$ cat config.mk
export PLATFORM = sky130hd
export DESIGN_NAME = mem_access_ctrl
export DESIGN_NICKNAME = d
export VERILOG_FILES = /design/src/rtl/mem_access_ctrl.sv
export SDC_FILE = /design/constraint.sdc
export NUM_CORES = 1
export LEC_CHECK = 0
export ABC_AREA = 1
export BUFFER_PORTS_ARGS = -buffer_cell sky130_fd_sc_hd__buf_2
export CAP_MARGIN = 20
export CORE_UTILIZATION = 38
export DETAILED_ROUTE_END_ITERATION = 10
export PLACE_DENSITY = 0.73
export SLEW_MARGIN = 20
export SYNTH_ARGS = -nofsm -noshare
export SYNTH_HDL_FRONTEND = slang
export SYNTH_SLANG_ARGS = --single-unit
$ cat constraint.sdc
create_clock -name clk_i -period 3.5 [get_ports clk_i]
set_input_delay 0.35 -clock clk_i [delete_from_list [all_inputs] [get_ports clk_i]]
set_output_delay 0.35 -clock clk_i [all_outputs]
set_load 0.02 [all_outputs]
$ cat src/rtl/mem_access_ctrl.sv
// mem_access_ctrl: MEM-stage data-memory access controller.
// Sits between the EX/MEM register and a multi-cycle req/ack data memory.
// Stores are posted into a one-entry write buffer so they do not stall the
// pipeline; loads stall until their data returns, except when they hit the
// buffered store, in which case the store data is forwarded directly.
//
// Memory handshake: mem_req_o and its fields (mem_we_o, mem_addr_o,
// mem_wdata_o) are registered and held stable while mem_req_o is high until
// the memory returns a one-cycle mem_ack_i; for a read, mem_rdata_i is valid
// in the ack cycle. The transfer completes in the cycle where mem_req_o and
// mem_ack_i are both high. An ack seen while mem_req_o is low is ignored.
// If TIMEOUT cycles pass with no ack, the access is abandoned and err_o is
// set until reset.
module mem_access_ctrl #(
    parameter int unsigned TIMEOUT = 255
) (
    input  logic        clk_i,
    input  logic        rst_i,
    input  logic        MemRead_i,
    input  logic        MemWrite_i,
    input  logic [31:0] addr_i,
    input  logic [31:0] wdata_i,
    output logic [31:0] rdata_o,
    output logic        stall_o,
    output logic        err_o,
    output logic        mem_req_o,
    output logic        mem_we_o,
    output logic [31:0] mem_addr_o,
    output logic [31:0] mem_wdata_o,
    input  logic        mem_ack_i,
    input  logic [31:0] mem_rdata_i,
    output logic [1:0]  stateDbg_o
);

    typedef enum logic [1:0] {
        IDLE    = 2'd0,
        WR_BUSY = 2'd1,
        RD_BUSY = 2'd2,
        RD_DONE = 2'd3
    } state_t;

    // Counter value whose next ackless cycle is the TIMEOUT-th one.
    localparam logic [7:0] TO_LAST = 8'(TIMEOUT - 1);

    state_t      state, stateNxt;
    logic        wbV, wbVNxt;
    logic [29:0] wbAddr, wbAddrNxt;
    logic [31:0] wbData, wbDataNxt;
    logic [31:0] rdataQ, rdataQNxt;
    logic        errQ, errNxt;
    logic        memReq, reqNxt;
    logic        memWe, weNxt;
    logic [31:0] memAddr, addrNxt;
    logic [31:0] memWdata, wdataNxt;
    logic [7:0]  toCnt, cntNxt;

    logic        isStore, isLoad, hit, ackSeen, toExpire;
    logic        stallC, fwd;
    logic [31:0] alignedAddr;
    logic        unusedAddrBits;

    // Word access only: the byte offset does not take part in anything.
    assign unusedAddrBits = ^addr_i[1:0];
    assign alignedAddr    = {addr_i[31:2], 2'b00};

    // A store takes priority when both request bits are set.
    assign isStore  = MemWrite_i;
    assign isLoad   = MemRead_i & ~MemWrite_i;
    assign hit      = wbV & (addr_i[31:2] == wbAddr);
    assign ackSeen  = memReq & mem_ack_i;
    assign toExpire = memReq & ~mem_ack_i & (toCnt == TO_LAST);

    // Next-state, datapath next values, stall and forward select.
    always_comb begin
        stateNxt  = state;
        wbVNxt    = wbV;
        wbAddrNxt = wbAddr;
        wbDataNxt = wbData;
        rdataQNxt = rdataQ;
        errNxt    = errQ;
        reqNxt    = memReq;
        weNxt     = memWe;
        addrNxt   = memAddr;
        wdataNxt  = memWdata;
        cntNxt    = toCnt;
        stallC    = 1'b0;
        fwd       = 1'b0;

        case (state)
            IDLE: begin
                if (isStore) begin
                    wbVNxt    = 1'b1;
                    wbAddrNxt = addr_i[31:2];
                    wbDataNxt = wdata_i;
                    reqNxt    = 1'b1;
                    weNxt     = 1'b1;
                    addrNxt   = alignedAddr;
                    wdataNxt  = wdata_i;
                    cntNxt    = 8'd0;
                    stateNxt  = WR_BUSY;
                end else if (isLoad) begin
                    stallC   = 1'b1;
                    reqNxt   = 1'b1;
                    weNxt    = 1'b0;
                    addrNxt  = alignedAddr;
                    cntNxt   = 8'd0;
                    stateNxt = RD_BUSY;
                end
            end

            WR_BUSY: begin
                // A load to the buffered word is served from the buffer.
                fwd = isLoad & hit;
                if (ackSeen) begin
                    cntNxt   = 8'd0;
                    reqNxt   = 1'b0;
                    wbVNxt   = 1'b0;
                    stateNxt = IDLE;
                    if (isStore) begin
                        // Back-to-back store: refill the buffer in the ack
                        // cycle so it never goes empty in between.
                        wbVNxt    = 1'b1;
                        wbAddrNxt = addr_i[31:2];
                        wbDataNxt = wdata_i;
                        reqNxt    = 1'b1;
                        weNxt     = 1'b1;
                        addrNxt   = alignedAddr;
                        wdataNxt  = wdata_i;
                        stateNxt  = WR_BUSY;
                    end else if (isLoad && !hit) begin
                        stallC   = 1'b1;
                        reqNxt   = 1'b1;
                        weNxt    = 1'b0;
                        addrNxt  = alignedAddr;
                        stateNxt = RD_BUSY;
                    end
                end else if (toExpire) begin
                    stallC    = isStore | (isLoad & ~hit);
                    errNxt    = 1'b1;
                    reqNxt    = 1'b0;
                    wbVNxt    = 1'b0;
                    rdataQNxt = 32'd0;
                    cntNxt    = 8'd0;
                    stateNxt  = IDLE;
                end else begin
                    stallC = isStore | (isLoad & ~hit);
                    cntNxt = toCnt + 8'd1;
                end
            end

            RD_BUSY: begin
                stallC = 1'b1;
                if (ackSeen) begin
                    rdataQNxt = mem_rdata_i;
                    reqNxt    = 1'b0;
                    cntNxt    = 8'd0;
                    stateNxt  = RD_DONE;
                end else if (toExpire) begin
                    // Abandoned load still passes through RD_DONE so the
                    // stalled instruction advances, with zero data.
                    errNxt    = 1'b1;
                    reqNxt    = 1'b0;
                    rdataQNxt = 32'd0;
                    cntNxt    = 8'd0;
                    stateNxt  = RD_DONE;
                end else begin
                    cntNxt = toCnt + 8'd1;
                end
            end

            RD_DONE: begin
                // One release cycle; the request held on the inputs is the
                // load that just completed, so it is not re-accepted.
                stateNxt = IDLE;
            end

            default: begin
                stateNxt = IDLE;
            end
        endcase
    end

    // State register plus all registered datapath and memory-port fields.
    always_ff @(posedge clk_i or negedge rst_i) begin
        if (!rst_i) begin
            state    <= IDLE;
            wbV      <= 1'b0;
            wbAddr   <= 30'd0;
            wbData   <= 32'd0;
            rdataQ   <= 32'd0;
            errQ     <= 1'b0;
            memReq   <= 1'b0;
            memWe    <= 1'b0;
            memAddr  <= 32'd0;
            memWdata <= 32'd0;
            toCnt    <= 8'd0;
        end else begin
            state    <= stateNxt;
            wbV      <= wbVNxt;
            wbAddr   <= wbAddrNxt;
            wbData   <= wbDataNxt;
            rdataQ   <= rdataQNxt;
            errQ     <= errNxt;
            memReq   <= reqNxt;
            memWe    <= weNxt;
            memAddr  <= addrNxt;
            memWdata <= wdataNxt;
            toCnt    <= cntNxt;
        end
    end

    // Output drive; stall is suppressed while reset is held.
    always_comb begin
        rdata_o     = fwd ? wbData : rdataQ;
        stall_o     = rst_i & stallC;
        err_o       = errQ;
        mem_req_o   = memReq;
        mem_we_o    = memWe;
        mem_addr_o  = memAddr;
        mem_wdata_o = memWdata;
        stateDbg_o  = state;
    end

endmodule

# Yosys cells after proc, flatten, opt, wreduce, memory -nomap -nowiden
# Cells that the tools add are included.
# totals
register_bits	172
ramBits	0
inputBits	101
memories	0
elab_cells	112
latch_bits	0
rom_bits	0
output_inout_bits	102
# classes
n_mul	0
n_lt_le_gt_ge	0
shifts	0
n_bitwise	13
addsub	1
n_reduce_logical	16
eq_ne	12
div_mod_pow	0
n_mux	59
# op_table
operator	n
2-to-1 mux 32 bit	13
one-hot mux 32 bit (2 select lines)	4
2-to-1 mux 30 bit	2
one-hot mux 30 bit (2 select lines)	1
2-to-1 mux 8 bit	4
equality test 30 bit	1
2-to-1 mux 1 bit	21
2-to-1 mux 2 bit	8
one-hot mux 8 bit (2 select lines)	1
!= test 3 bit (second input constant)	4
AND reduction 3 bit	3
adder 8 x 1 -> 8 bit (second input constant)	1
bitwise AND 1 bit	8
equality test 8 bit (second input constant)	1
one-hot mux 2 bit (4 select lines)	1
AND reduction 2 bit	4
!= test 2 bit (second input constant)	3
one-hot mux 1 bit (3 select lines)	2
nonzero test 2 bit	3
equality test 2 bit (second input constant)	2
inverter 1 bit	4
one-hot mux 1 bit (2 select lines)	2
AND reduction 4 bit	1
nonzero test 3 bit	1
6 further kinds	6

# Longest topological paths before layout
# Gate-level depths: netlist of run 1.
# logic_depth
ltp_word	9
depth_mapped	15
mapped_depth_nobuf	14

# Worst setup path before layout of run 1
# OpenSTA, ideal clock, no wires.
# synth_timing
path_kind	flip-flop to output port
start	register state[1] (netlist: stateDbg_o[1])
end	output port rdata_o[10]
stages_incl_launch_ff	10
slack_ps	1138
path_buffers	2
arrival_ps	2012
required_ps	3150
path_cell_list	dfrtp_1 inv_1 ha_1 clkbuf_1 inv_1 nor3_1 nand2_1 clkbuf_1 nand2_1 nand2_1
# synth_between
elab_chain_cells	3
# synth_rtl
element	line_no	text
start: declaration	45	state_t state, stateNxt;
start signal: assignment	198	state <= stateNxt;
equality test 2 x 1 -> 1 bit	89	case (state)
2-to-1 mux 1 bit	89	
2-to-1 mux 32 bit	214	rdata_o = fwd ? wbData : rdataQ;
end: declaration	23	output logic [31:0] rdata_o,
# No other way between the ends.

# Worst setup path after layout of run 1
# layout_timing
start	register state[1] (netlist: stateDbg_o[1])
end	output port rdata_o[14]
# Same word-level chain as after synthesis.

==> out/qor.txt, run 1 <==
Final Setup Violations = 0
Clock transition at the registers of the reported paths = 0.06 ns
Clock root cell = clkbuf_16
Post-synth EDFFs = 0
GRT Overall Usage = 0.199
Starting Density = 0.388
Cell taking the most area after synthesis = dfrtp_1
Switching pwr = 3.69 mW
Die area = 0.0189 mm2
Fmax = 0.330 GHz
Least-Margin Pin Slew = 0.605 ns
Io pins = 203
Comb pwr share = 0.448
Post-synth top area share = 0.495
Status = completed
CP Launch Type = register
Gp weighted congestion = 0.886
Layout overhead on the synthesized area = 26.3%
Power per Cell Area = 960 mW/mm2
Clk_lat worst skew = 0.42 ns
Fraction of layout cells with a size suffix above 1 = 0.223
Top FF cell, synth = dfrtp_1
Area after DPL = 0.00818 mm2
Row count = 49
Ys async rst share = 1.00
Synthesized area = 0.00697 mm2
Vias in the first global route = 5945
Worst vdd ir = 0.580 mV
Largest cells by area after synthesis = dfrtp_1, nand2_1, inv_1, nand3_1, o22ai_1
Internal Power = 4.76 mW
ANT cells = 0
Max-Cap Viols = 0
Most frequent CP cell = nand2_1
Finished Cell Area = 0.00880 mm2
Power share of the sequential group = 0.329
Initial drt markers = 370
Slew Limit Fails = 0
Switching Fraction = 0.437
Congestion Overflow GR = 0
Critical Path Sink Type = output pin
Initial antenna violation count = 0
Mapped Cells = 936
HPWL after DPL = 12800 um
CTS tree = built
Final Hold Viols = 0
Post-CTS sizing = 0
Vias = 6377
Die width = 137 um
H-tree level count = 4
Post-DRT Antenna Nets = 0
HP Class = in -> reg
Clock network power share = 0.223
Crit Path Max Fanout = 33
Post-synth cell types = 32
Drt via density = 4.66
Die Y = 137 um
Slew HR = 0.596
CTS Buf Count = 17
RSZ-0062 raised after global routing = false
Tmin final = 3.03 ns
Worst Skew = 0.0109 ns
CP peak stage delay = 0.43 ns
CP required = 3.15 ns
Nets = 1233
Pre-Repair DR Iteration Count = 5
I/O Buffers = 198
Leak = 5.10 nW
# clock sinks = 138
Cells along the critical path = inv_1, ha_1, inv_1, nor3_2, buf_4, nand2_1, buf_4, nand2_1, nand2_1, buf_2
Critical Path Slowest Stage Cell = dfrtp_1
Core area = 0.0180 mm2
Setup Total Neg Slack = 0 ns
Synth warn = 0
Part of the Yosys area used for sequential elements = 0.495
Syn Area/Cell = 7.45 um2
DRC viols = 0
Largest net degree at the start of global routing = 79
Final Cycle Share = 0.865
Yosys reg bits = 138
First-pass GRT wire length = 29100 um
Crit path kind = reg -> out
Final wirelength = 18200 um
WP data arrival = 2.68 ns
Longest Clk Path Bufs = 2
WL per Instance = 13.3 um
Worst hold slack = 0.167 ns
==> timing repair <==
item | CTS | global route
hold buffers | 1 | 0
hold endpoints to repair | 60 | 0
buffers inserted | 0 | 0
setup endpoints to repair | 0 | 0
==> through the flow <==
stage	util	setup WS (ns)	cells	power, mW
after floorplan	-	1.14	937	5.48
after global placement	0.455	0.948	1335	6.47
after detailed placement	0.455	0.923	1335	6.59
after CTS	0.490	0.436	1368	8.53
after global routing	0.490	0.290	1368	9.16
final	0.490	0.473	1368	8.45
==> placed cells by master (no fill, tap or decap), types with 2 or more instances in the layout <==
cell type	count
a21oi_1	8
buf_12	2
buf_2	197
buf_4	10
bufinv_16	3
clkbuf_1	3
clkbuf_16	17
clkbuf_8	3
clkinvlp_4	2
conb_1	2
dfrtp_1	138
ha_1	6
inv_1	182
inv_6	2
nand2_1	315
nand2_2	2
nand3_1	75
nand4_1	4
nor2_1	28
nor2_2	3
nor3_1	6
nor4_1	3
o21ai_0	31
o21ai_1	38
o21ai_2	4
o22ai_1	33
xnor2_1	7
==> flip-flops by register name, indices dropped and copies added (netlist names) <==
signal,flops
mem_req_o,1
toCnt,8
wbV,1
rdataQ,32
mem_we_o,1
mem_addr_o,30
wbData,32
err_o,1
wbAddr,30
stateDbg_o,2
==> synthesized netlist by cell type (2+ instances only) <==
master and n:
o21ai_2 4, nand4_1 4, nand2_2 2, nor2_1 28, nand3_1 75, buf_4 2, nor4_1 3, nor3_1 7
dfrtp_1 138, nor2_2 3, o21ai_0 31, o21ai_1 38, ha_1 6, o22ai_1 33, xnor2_1 7, a21oi_1 8
buf_2 11, nand2_1 315, clkbuf_1 22, buf_6 6, inv_1 182
==> cell families (layout without fill, tap and decap cells) <==
family	after synthesis	count (layout)	synth area share
AND/OR/NAND/NOR	440	440	0.258
buffers and inverters	224	426	0.130
flip-flops	138	138	0.495
AO/OA/AOI/OAI	119	119	0.0955
XOR/XNOR	8	8	0.0101
adder cells (fa/ha/maj)	6	6	0.0108
other	1	2	0.000538
==> final cells by class <==
| cell class | count | area, um2 |
|---|---|---|
| inverter | 183 | 687 |
| multi-input combinational | 575 | 2640 |
| fill | 1755 | 9160 |
| timing repair buffer | 211 | 1120 |
| tap | 229 | 287 |
| clock buffer | 23 | 478 |
| sequential | 138 | 3450 |
| clock inverter | 9 | 136 |
==> per-layer routing <==
| layer | up-vias | wire [um] | track usage |
|---|---|---|---|
| li1 | 3251 | - | - |
| met1 | 2920 | 8200 | 0.255 |
| met2 | 181 | 8550 | 0.315 |
| met3 | 25 | 1160 | 0.0636 |
| met4 | 0 | 244 | 0.0702 |
| met5 | - | 0 | 0 |
==> final timing paths <==
kind | start | endpoint | slack, ns | cells after the start
hold / removal | wdata_i[26] | wbData[26]$_DFFE_PN0P_ | 0.17 | 3
hold reg to reg | mem_addr_o[14]$_DFFE_PN0P_ | mem_addr_o[14]$_DFFE_PN0P_ | 0.46 | 2
setup / recovery | stateDbg_o[1]$_DFFE_PN0P_ | rdata_o[14] | 0.47 | 10
setup reg to reg | stateDbg_o[1]$_DFFE_PN0P_ | wbAddr[5]$_DFFE_PN0P_ | 1.18 | 9
max in group asynchronous | rst_i | rdataQ[19]$_DFFE_PN0P_ | 2.12 | 3
min in group asynchronous | rst_i | wbAddr[20]$_DFFE_PN0P_ | 0.50 | 2
==> worst max-delay path: cells and delay by family (launching register included) <==
kind | cells | cell delay, ns
fa+ha+maj | 1 | 0.34
flops | 1 | 0.43
buf+inv | 5 | 1.05
simple gates | 4 | 0.42
==> power by group through the flow <==
| stage | Clock, mW | Sequential, mW | Combinational [mW] |
|---|---|---|---|
| after floorplan | 0 | 3.17 | 2.31 |
| after global placement | 0 | 2.76 | 3.71 |
| after detailed placement | 0 | 2.79 | 3.80 |
| after CTS | 1.93 | 2.77 | 3.82 |
| after global routing | 2.00 | 2.86 | 4.30 |
| final | 1.89 | 2.78 | 3.79 |
Note: power is estimated with default switching activity, not from simulation.
==> run 2: changes to the inputs <==
--- a/config.mk
+++ b/config.mk
@@ -10,7 +10,7 @@
 export CAP_MARGIN = 20
 export CORE_UTILIZATION = 38
 export DETAILED_ROUTE_END_ITERATION = 10
-export PLACE_DENSITY = 0.73
+export PLACE_DENSITY = 0.75
 export SLEW_MARGIN = 20
 export SYNTH_ARGS = -nofsm -noshare
 export SYNTH_HDL_FRONTEND = slang
==> constraint.sdc (replaced) <==
create_clock -name clk_i -period 2.53 [get_ports clk_i]
set_input_delay 0.253 -clock clk_i [delete_from_list [all_inputs] [get_ports clk_i]]
set_output_delay 0.253 -clock clk_i [all_outputs]
set_load 0.02 [all_outputs]
==> run 2 against run 1 <==
Clock skew up 0.0018 ns. Clock-buffer cell count down 5. Worst setup slack worse by 0.40 ns. Non-clock buffer count up 11. Flip-flop and latch count unchanged. Sequential power up 39%. Largest cell class unchanged. Combinational power up 48%. Routed wire length up 2.3%. Critical path depth down 1.
==> out/qor.txt, run 2 (synthesized netlist as in run 1, its figures left out) <==
DRC viols = 0
First-pass GRT wire length = 29100 um
Fillcell total = 1713
RSZ-0062 raised after global routing = true
Clock root cell = clkbuf_16
Slew Limit Fails = 0
Nets = 1244
Setup ws final = 0.0735 ns
Row count = 49
Tmin final = 2.46 ns
Worst slack, placed = 0.284 ns
CP required = 2.28 ns
Gp weighted congestion = 0.898
CTS Buf Count = 17
Final wirelength = 18600 um
Initial antenna violation count = 0
Congestion Overflow GR = 0
HP Class = in -> reg
Die area = 0.0189 mm2
Fmax = 0.407 GHz
ANT cells = 0
Largest net degree at the start of global routing = 59
Critical Path Slowest Stage Cell = dfrtp_1
Final Cycle Share = 0.971
Crit path kind = reg -> out
CP Launch Type = register
I/O Buffers = 198
GRT Overall Usage = 0.197
WP data arrival = 2.20 ns
Final Setup Violations = 0
Top Family by Delay on Critical Path = simple AND/OR/NAND/NOR gates
Io pins = 203
Initial drt markers = 354
Clk_lat worst skew = 0.42 ns
Slew HR = 0.648
Tot Pwr = 12.2 mW
Worst vdd ir = 0.756 mV
CTS tree = built
Max-Cap Viols = 0
Status = completed
Commonest cells after routing, fill and taps aside = nand2_1, buf_2, inv_1
Core area = 0.0180 mm2
Starting Density = 0.388
HPWL after DPL = 12900 um
Crit path buf inv count = 2
Pre-Repair DR Iteration Count = 5
CP peak stage delay = 0.40 ns
Cells along the critical path = xnor2_2, nand4_1, nor3_2, nand3_2, nor2_4, buf_6, nand3_1, nand2_1, buf_2
Leak = 5.23 nW
Biggest regs = rdataQ: 32 flops, wbData: 32 flops
Crit Path Max Fanout = 18
Drt via density = 4.73
Layout overhead on the synthesized area = 32.2%
Final Hold Viols = 0
Clock transition at the registers of the reported paths = 0.07 ns
Vias in the first global route = 6111
Post-DRT Antenna Nets = 0
Worst Skew = 0.0127 ns
Least-Margin Pin Slew = 0.529 ns
Die width = 137 um
WL per Instance = 13.5 um
H-tree level count = 4
Critical Path Sink Type = output pin
Longest Clk Path Bufs = 2
Fraction of layout cells with a size suffix above 1 = 0.265
# clock sinks = 138
Commonest non-fill, non-tap cell in the layout = nand2_1
Power per Cell Area = 1320 mW/mm2
Die Y = 137 um
Vias = 6518
## run 2: worst register-to-register path, cell delays in order (launching register included)
cell,delay (ns)
dfrtp_1,0.48
inv_1,0.11
ha_1,0.27
inv_1,0.07
nor2_1,0.06
nand2_1,0.09
inv_1,0.09
nor2_2,0.20
inv_1,0.13
nor2_1,0.23
nand2_1,0.10
nand2_1,0.10
nand2_1,0.05
o21ai_0,0.08
inv_1,0.07
## run 2: cell type report
type	instances	area (um2)	share of cell area
tap	229	287	0.0311
sequential	138	3450	0.375
clock inverter	13	193	0.0209
inverter	183	687	0.0745
multi-input combinational	575	2840	0.308
timing repair buffer	222	1320	0.143
clock buffer	18	439	0.0477
## run 2: per-layer routing
layer  vias to the layer above  part of all wire  track usage
met1                      3044              0.44        0.255
li1                       3269                 -            -
met5                         -                 0            0
met4                         0            0.0090       0.0549
met2                       191              0.49        0.323
met3                        14             0.059       0.0530
## run 2: stage by stage
step           cell area (um2)  hold WS [ns]  setup TNS [ns]  utilization  std cells
3_3_place_gp              8220         0.258               0        0.458       1339
2_1_floorplan             6970       -0.0426               0            -        937
4_1_cts                   8900        0.0515               0        0.495       1371
6_report                  9220        0.0703               0        0.513       1378
5_1_grt                   9220        0.0629           -2.70        0.513       1378
3_5_place_dp              8220         0.258               0        0.458       1339
## run 2: path summary, 6_finish.rpt
check                                          startpoint                    endpoint  slack [ns]  cells after the start
worst max-delay path                wbAddr[8]$_DFFE_PN0P_                 rdata_o[23]        0.07                      9
worst min-delay path                           wdata_i[2]       wbData[2]$_DFFE_PN0P_        0.07                      3
worst max register to register  stateDbg_o[0]$_DFFE_PN0P_        toCnt[7]$_DFFE_PN0P_        0.32                     14
worst min register to register  mem_addr_o[9]$_DFFE_PN0P_   mem_addr_o[9]$_DFFE_PN0P_        0.47                      2
max in group asynchronous                           rst_i      wbData[23]$_DFFE_PN0P_        1.27                      3
min in group asynchronous                           rst_i  mem_addr_o[18]$_DFFE_PN0P_        0.35                      2
## run 2: repair_timing
action / in CTS / in global routing
cloned: 0 / 2
pin swaps: 1 / 6
hold buffers: 1 / 0
setup endpoints to repair: 32 / 33
resized for setup: 7 / 67
buffers inserted: 0 / 5
hold endpoints to repair: 54 / 0
## run 2: report_power, final
group          leakage (nW)  internal [mW]  total [mW]  switching, mW
Clock                 0.291           1.68        2.69           1.01
Combinational          3.20           2.01        5.61           3.61
Sequential             1.74           3.19        3.86          0.672
Total                  5.23           6.88        12.2           5.29
